### config.mk
export PLATFORM = sky130hd
export DESIGN_NAME = zfetch
export DESIGN_NICKNAME = d
export VERILOG_FILES = /design/src/rtl/zfetch.sv
export SDC_FILE = /design/constraint.sdc
export NUM_CORES = 2
export LEC_CHECK = 0
export ABC_AREA = 1
export CAP_MARGIN = 20
export CELL_PAD_IN_SITES_DETAIL_PLACEMENT = 1
export CELL_PAD_IN_SITES_GLOBAL_PLACEMENT = 2
export CORE_UTILIZATION = 30
export CTS_BUF_LIST = sky130_fd_sc_hd__clkbuf_16
export DETAILED_ROUTE_END_ITERATION = 10
export HOLD_SLACK_MARGIN = 0.03
export PLACE_DENSITY = 0.69
export SYNTH_ARGS = -nofsm -noshare
export SYNTH_HDL_FRONTEND = slang
export SYNTH_SLANG_ARGS = --single-unit
### constraint.sdc
create_clock -name clock -period 11.6 [get_ports clock]
set_clock_uncertainty 0.15 [all_clocks]
set_input_delay 2.32 -clock clock [delete_from_list [all_inputs] [get_ports clock]]
set_output_delay 2.32 -clock clock [all_outputs]
set_load 0.05 [all_outputs]
### src/rtl/zfetch.sv
// zfetch: depth-read stage ahead of z-test. Buffers incoming fragments, fetches each
// pixel's stored depth over an Avalon-MM read master and emits fragment + old depth in order.
module zfetch #(
    parameter int IN_LOG2      = 3,
    parameter int OUT_LOG2     = 3,
    parameter int DEPTH_OFFSET = 4
) (
    input  logic        clock,
    input  logic        reset,
    input  logic        input_valid,
    input  logic [25:0] addr_in,
    input  logic [31:0] color_in,
    input  logic [31:0] new_depth_in,
    input  logic        done_in,
    output logic        stall_out,
    output logic        output_valid,
    output logic [25:0] addr_out,
    output logic [31:0] color_out,
    output logic [31:0] new_depth_out,
    output logic [31:0] old_depth_out,
    output logic        done_out,
    input  logic        stall_in,
    output logic [25:0] master_address,
    output logic        master_read,
    output logic        master_write,
    output logic [3:0]  master_byteenable,
    input  logic [31:0] master_readdata,
    input  logic        master_readdatavalid,
    input  logic        master_waitrequest,
    output logic        debug_state
);
    localparam int IN_DEPTH  = 1 << IN_LOG2;
    localparam int IN_HIGH_I = IN_DEPTH - 2;
    localparam int OUT_DEPTH = 1 << OUT_LOG2;

    localparam logic [IN_LOG2:0]  IN_FULL  = IN_DEPTH[IN_LOG2:0];
    localparam logic [IN_LOG2:0]  IN_HIGH  = IN_HIGH_I[IN_LOG2:0];
    localparam logic [IN_LOG2:0]  IN_ONE   = {{IN_LOG2{1'b0}}, 1'b1};
    localparam logic [OUT_LOG2:0] OUT_FULL = OUT_DEPTH[OUT_LOG2:0];
    localparam logic [OUT_LOG2:0] OUT_ONE  = {{OUT_LOG2{1'b0}}, 1'b1};
    localparam logic [25:0]       OFFSET   = DEPTH_OFFSET[25:0];

    typedef struct packed {
        logic [25:0] addr;
        logic [31:0] color;
        logic [31:0] depth;
        logic        done;
    } frag_t;

    typedef enum logic {S_IDLE, S_REQ} state_t;

    state_t state, state_next;

    // Input fragment FIFO (pointers carry one extra wrap bit)
    frag_t              in_mem [IN_DEPTH];
    logic [IN_LOG2:0]   in_wr, in_rd, in_count, in_count_next;
    logic               in_push, in_pop, in_empty, in_full;
    frag_t              frag_in, in_head;

    // Metadata FIFO: one entry per accepted read, so its occupancy is the outstanding count
    frag_t              meta_mem [OUT_DEPTH];
    logic [OUT_LOG2:0]  meta_wr, meta_rd, outstanding, outstanding_next;
    frag_t              meta_head;

    logic [31:0]        resp_mem [OUT_DEPTH];
    logic [OUT_LOG2:0]  resp_wr, resp_rd, resp_count;
    logic               resp_push;

    frag_t              issue;
    logic               load, accept, out_pop;

    assign frag_in   = '{addr: addr_in, color: color_in, depth: new_depth_in, done: done_in};
    assign in_count  = in_wr - in_rd;
    assign in_empty  = (in_count == '0);
    assign in_full   = (in_count == IN_FULL);
    assign in_push   = input_valid && !in_full;
    assign in_pop    = load;
    assign in_head   = in_mem[in_rd[IN_LOG2-1:0]];
    assign in_count_next = in_count + {{IN_LOG2{1'b0}}, in_push} - {{IN_LOG2{1'b0}}, in_pop};

    assign outstanding = meta_wr - meta_rd;
    assign resp_count  = resp_wr - resp_rd;
    assign meta_head   = meta_mem[meta_rd[OUT_LOG2-1:0]];

    assign master_read       = (state == S_REQ);
    assign master_write      = 1'b0;
    assign master_byteenable = 4'b1111;
    assign debug_state       = (state == S_REQ);
    assign accept            = master_read && !master_waitrequest;

    // Responses beyond the number of reads we own (e.g. leftovers from before reset) are dropped.
    assign resp_push = master_readdatavalid && (resp_count < outstanding);

    // Downstream handshake: a fragment transfers on output_valid && !stall_in; while stalled,
    // the heads (and hence every output field) are held because nothing pops.
    assign output_valid  = (outstanding != '0) && (resp_count != '0);
    assign out_pop       = output_valid && !stall_in;
    assign addr_out      = output_valid ? meta_head.addr  : '0;
    assign color_out     = output_valid ? meta_head.color : '0;
    assign new_depth_out = output_valid ? meta_head.depth : '0;
    assign done_out      = output_valid ? meta_head.done  : 1'b0;
    assign old_depth_out = output_valid ? resp_mem[resp_rd[OUT_LOG2-1:0]] : '0;

    assign outstanding_next = outstanding + {{OUT_LOG2{1'b0}}, accept} - {{OUT_LOG2{1'b0}}, out_pop};

    always_comb begin
        state_next = state;
        load       = 1'b0;
        case (state)
            S_IDLE: begin
                if (!in_empty && (outstanding_next < OUT_FULL)) begin
                    load       = 1'b1;
                    state_next = S_REQ;
                end
            end
            S_REQ: begin
                if (accept) begin
                    if (!in_empty && (outstanding_next < OUT_FULL)) begin
                        load = 1'b1;
                    end else begin
                        state_next = S_IDLE;
                    end
                end
            end
            default: state_next = S_IDLE;
        endcase
    end

    always_ff @(posedge clock or negedge reset) begin
        if (!reset) begin
            state          <= S_IDLE;
            in_wr          <= '0;
            in_rd          <= '0;
            meta_wr        <= '0;
            meta_rd        <= '0;
            resp_wr        <= '0;
            resp_rd        <= '0;
            stall_out      <= 1'b0;
            master_address <= '0;
            issue          <= '0;
        end else begin
            state     <= state_next;
            stall_out <= (in_count_next >= IN_HIGH);
            if (in_push)   in_wr   <= in_wr + IN_ONE;
            if (in_pop)    in_rd   <= in_rd + IN_ONE;
            if (accept)    meta_wr <= meta_wr + OUT_ONE;
            if (out_pop)   meta_rd <= meta_rd + OUT_ONE;
            if (resp_push) resp_wr <= resp_wr + OUT_ONE;
            if (out_pop)   resp_rd <= resp_rd + OUT_ONE;
            if (load) begin
                issue          <= in_head;
                master_address <= in_head.addr + OFFSET;
            end
        end
    end

    always_ff @(posedge clock) begin
        if (in_push)   in_mem[in_wr[IN_LOG2-1:0]]       <= frag_in;
        if (accept)    meta_mem[meta_wr[OUT_LOG2-1:0]]  <= issue;
        if (resp_push) resp_mem[resp_wr[OUT_LOG2-1:0]]  <= master_readdata;
    end

endmodule

==> metrics list <==
- Detail-routed via count per cell: 4.898
- The layout has 25,580 filler cells.
- Synthesis inferred 1,853 register bits.
* Global-route wire length before repair: 311,500 um
* Cts repair resizes: 0
- In this run the most critical hold path is launched from resp_wr[3].
- Setup slack on the worst reg-to-reg path comes out at 4.13 ns.
- Count of flip-flops with a built-in enable after synthesis: 1,712
- Largest net degree at the start of global routing: 215
- Placeable Area: 243,900 um^2
- CTS Hold Buffers Added: 0
- Outcome: finished clean
- Dividing the synthesized area by the synthesized cell count gives 13.02 um^2.
- The detail route stage leaves a number of antenna-violating nets equal to 0.
- After synthesis, the share of flip-flops with an asynchronous set or reset is 0.07609.
- For this run, the number of Yosys warnings is 0.
- The routed design could run at a clock period as short as 8.473 ns.
- The number of antenna violations at the first check in global routing is 55.
* Syn Std Cell Area: 73,810 um^2
- In this design, the stage delay of the slowest critical-path cell is 0.95 ns.
- Post-synthesis sequential area ratio: 0.7443
- Initial core utilization: 0.3026
- The count of endpoints failing hold in the final timing report was 0.
* Largest driver fanout on the critical path: 83
- The startpoint identified for the worst register-to-register timing path is meta_rd[1].
* Cell Area, Placed: 79,830 um^2
* Achievable clock frequency: 0.1180 GHz
* Final non-filler cell total: 9,241
- STA puts the critical path data required time at 9.13 ns.
- Finished layout cell area: 85,990 um^2
- The die covers 248,000 um^2.
- Synth cell types: 42
- The worst register-to-register path has a depth of 25.
- WL per Instance: 23.01 um
- Counting instances, the worst hold path has a depth of 1.
* Routability Congestion: 0.7576
- The critical path starts at meta_rd[1].
- CTS HTree Levels: 4
- The worst register-to-register path ends at stall_out.
- Detail Placement HPWL: 120,700 um
- The most numerous cell type found on the critical path is sky130_fd_sc_hd__buf_4.
* Net count reported at finish: 6,023
* Number of ports placed on the die boundary: 287
- Unrepaired setup endpoints after global routing: false
* Critical Path Start Type: flop
* Worst min-delay path class: reg2reg
- Clock-pin slew was measured on the worst setup and hold paths at 0.06 ns.
* Drt initial violations: 2,854
* TritonCTS clock tree: done
- Row generation in the floorplan step produced 181 rows.
- DRC violations left: 0
- Post-CTS setup buffer count: 0
- The worst pin sits at a relative slew slack of 0.1606.
- For the final routed database, the setup TNS stands at 0 ns.
* # port buffers: 281
- Max-cap violations in this run came to 0.
- Buffers inserted during clock tree synthesis total 195.
* Via count of the first global-routing pass: 46,650
- Final Hold Slack: 0.3350 ns
* Dominant synthesized flop cell: sky130_fd_sc_hd__edfxtp_1
- Area growth, synth to finish: 16.50%
* Post-placement cell count: 8,866
* Number of endpoints failing setup at the final stage: 0
- After global routing the overflow that remains totals 0.
* Vias after detailed routing: 45,260
* Router iterations before antenna repair: 7
- Counting along the longest clock path gives a buffer depth of 3.
* Overall routed net length: 212,600 um
* Proportion of layout cells with a drive suffix above 1: 0.06918
* Vertical extent of the die: 498.0 um
* Cell with the largest stage delay on the worst path: sky130_fd_sc_hd__clkdlybuf4s50_1
* Crit share post-route: 0.7304
* Die outline width: 498.0 um
- Root buffer cell: sky130_fd_sc_hd__clkbuf_16
- Final-report max-slew violation count: 0
* Worst path cell trace: inv_8 -> buf_4 -> buf_4 -> a21oi_1 -> a22oi_1 -> nor2_1 -> a211oi_1 -> clkdlybuf4s50_1
- At the worst endpoint, the arrival time is 6.00 ns.
- The worst setup path is captured at an output pin.
- Clock tree synthesis found a total of 1,853 sinks.
- Endpoint with the worst hold slack: resp_wr[3]
- Crit Path Category: reg2out
* Post-Syn Instances: 5,668
- For the pin with the worst max-slew slack, the measured transition is 1.259 ns.
- GRT Util Overall: 0.1684
- Clock latency at the later pin of the worst-skew pair: 0.84 ns
-- logic make-up after synthesis --
| group | Yosys count | share of synthesized area |
|---|---|---|
| xor gates and xnor gates | 27 | 0.003204 |
| muxes | 68 | 0.009221 |
| AOI/OAI and AO/OA | 992 | 0.08760 |
| other | 2 | 0.0001017 |
| DFF | 1853 | 0.7443 |
| buffers and inverters | 606 | 0.03545 |
| and+or+nand+nor | 2087 | 0.1141 |
| adders and majority gates | 33 | 0.006001 |
-- cell type report --
cell class | instances | area (um^2) | share of cell area
diodes | 11 | 27.53 | 0.0003201
clock buffers | 196 | 4905 | 0.05704
clock inverters | 168 | 1227 | 0.01427
inverters | 242 | 934.6 | 0.01087
multi-input cells | 3212 | 16430 | 0.1911
flip-flops and latches | 1853 | 54960 | 0.6391
well taps | 3202 | 4006 | 0.04659
repair buffers | 357 | 3500 | 0.04070
-- flip-flops by register name, summed over array words and instances (netlist names), 4 cells and up --
| signal | cells |
|---|---|
| in_mem | 728 |
| in_rd | 4 |
| in_wr | 4 |
| issue | 89 |
| master_address | 26 |
| meta_mem | 728 |
| meta_rd | 4 |
| meta_wr | 4 |
| resp_mem | 256 |
| resp_rd | 4 |
| resp_wr | 4 |
-- worst max-delay path: cells and delay by family, from the launching register on --
family | cells | cell delay, ns
compound gates | 3 | 1.07
buf+inv | 4 | 3.13
flops | 1 | 0.65
simple gates | 1 | 0.06
-- per-layer routing --
layer | share of wire | track usage | up-vias
met5 | 0.0016 | 0 | -
met4 | 0.023 | 0.05015 | 54
met3 | 0.047 | 0.03534 | 305
met2 | 0.46 | 0.2703 | 759
met1 | 0.47 | 0.2282 | 23220
li1 | - | - | 20930
-- worst max-delay path by stage --
stage                                end  slack (ns)
after floorplan           meta_mem[7][0]        4.35
after global placement         stall_out        3.98
after detailed placement   color_out[20]        3.98
after CTS                  color_out[20]        3.04
after global routing       color_out[20]        2.76
final                      color_out[20]        3.13
-- stage by stage --
stage	util	worst slack, ns
6_report	0.3526	3.127
3_3_place_gp	0.3273	3.979
4_1_cts	0.3525	3.036
5_1_grt	0.3525	2.756
2_1_floorplan	-	4.346
3_5_place_dp	0.3273	3.978
-- synthesized netlist by cell type (19+ instances only) --
library cell                  n  area (um^2)
sky130_fd_sc_hd__edfxtp_1  1712        51410
sky130_fd_sc_hd__nand2_1   1393         5229
sky130_fd_sc_hd__a21oi_1    383         1917
sky130_fd_sc_hd__nand3_1    363         1817
sky130_fd_sc_hd__nor2_1     291         1092
sky130_fd_sc_hd__inv_1      232        870.8
sky130_fd_sc_hd__clkbuf_1   211        792.0
sky130_fd_sc_hd__dfrtp_1    141         3528
sky130_fd_sc_hd__a211oi_1   123        923.4
sky130_fd_sc_hd__a22oi_1    123        923.4
sky130_fd_sc_hd__a32o_1     123         1231
sky130_fd_sc_hd__o21ai_0    101        505.5
sky130_fd_sc_hd__buf_2       79        395.4
sky130_fd_sc_hd__mux2i_1     68        680.7
sky130_fd_sc_hd__o221ai_1    67        586.8
sky130_fd_sc_hd__o21ai_1     64        320.3
sky130_fd_sc_hd__buf_1       29        108.9
sky130_fd_sc_hd__ha_1        29        362.9
sky130_fd_sc_hd__buf_4       26        195.2
sky130_fd_sc_hd__xor2_1      21        183.9
sky130_fd_sc_hd__buf_6       19        214.0
-- cells in the final DEF (no fill, tap or decap), types with 12 or more instances in the layout --
master / instances
sky130_fd_sc_hd__a22oi_1: 123
sky130_fd_sc_hd__clkinv_1: 57
sky130_fd_sc_hd__a21oi_1: 383
sky130_fd_sc_hd__clkinv_2: 36
sky130_fd_sc_hd__o21ai_1: 64
sky130_fd_sc_hd__nand3_1: 363
sky130_fd_sc_hd__nor2_2: 18
sky130_fd_sc_hd__a211oi_1: 123
sky130_fd_sc_hd__nor2_1: 267
sky130_fd_sc_hd__ha_1: 29
sky130_fd_sc_hd__o221ai_1: 67
sky130_fd_sc_hd__nand2_1: 1392
sky130_fd_sc_hd__bufinv_16: 12
sky130_fd_sc_hd__clkdlybuf4s50_1: 280
sky130_fd_sc_hd__a32o_1: 123
sky130_fd_sc_hd__edfxtp_1: 1712
sky130_fd_sc_hd__dfrtp_1: 134
sky130_fd_sc_hd__xor2_1: 21
sky130_fd_sc_hd__mux2i_1: 68
sky130_fd_sc_hd__o21ai_0: 101
sky130_fd_sc_hd__clkbuf_16: 196
sky130_fd_sc_hd__inv_1: 273
sky130_fd_sc_hd__nor2_4: 22
sky130_fd_sc_hd__buf_4: 67
Power is not shown: default switching activity piles up to over one toggle a cycle in this logic, so the estimate is an artifact.
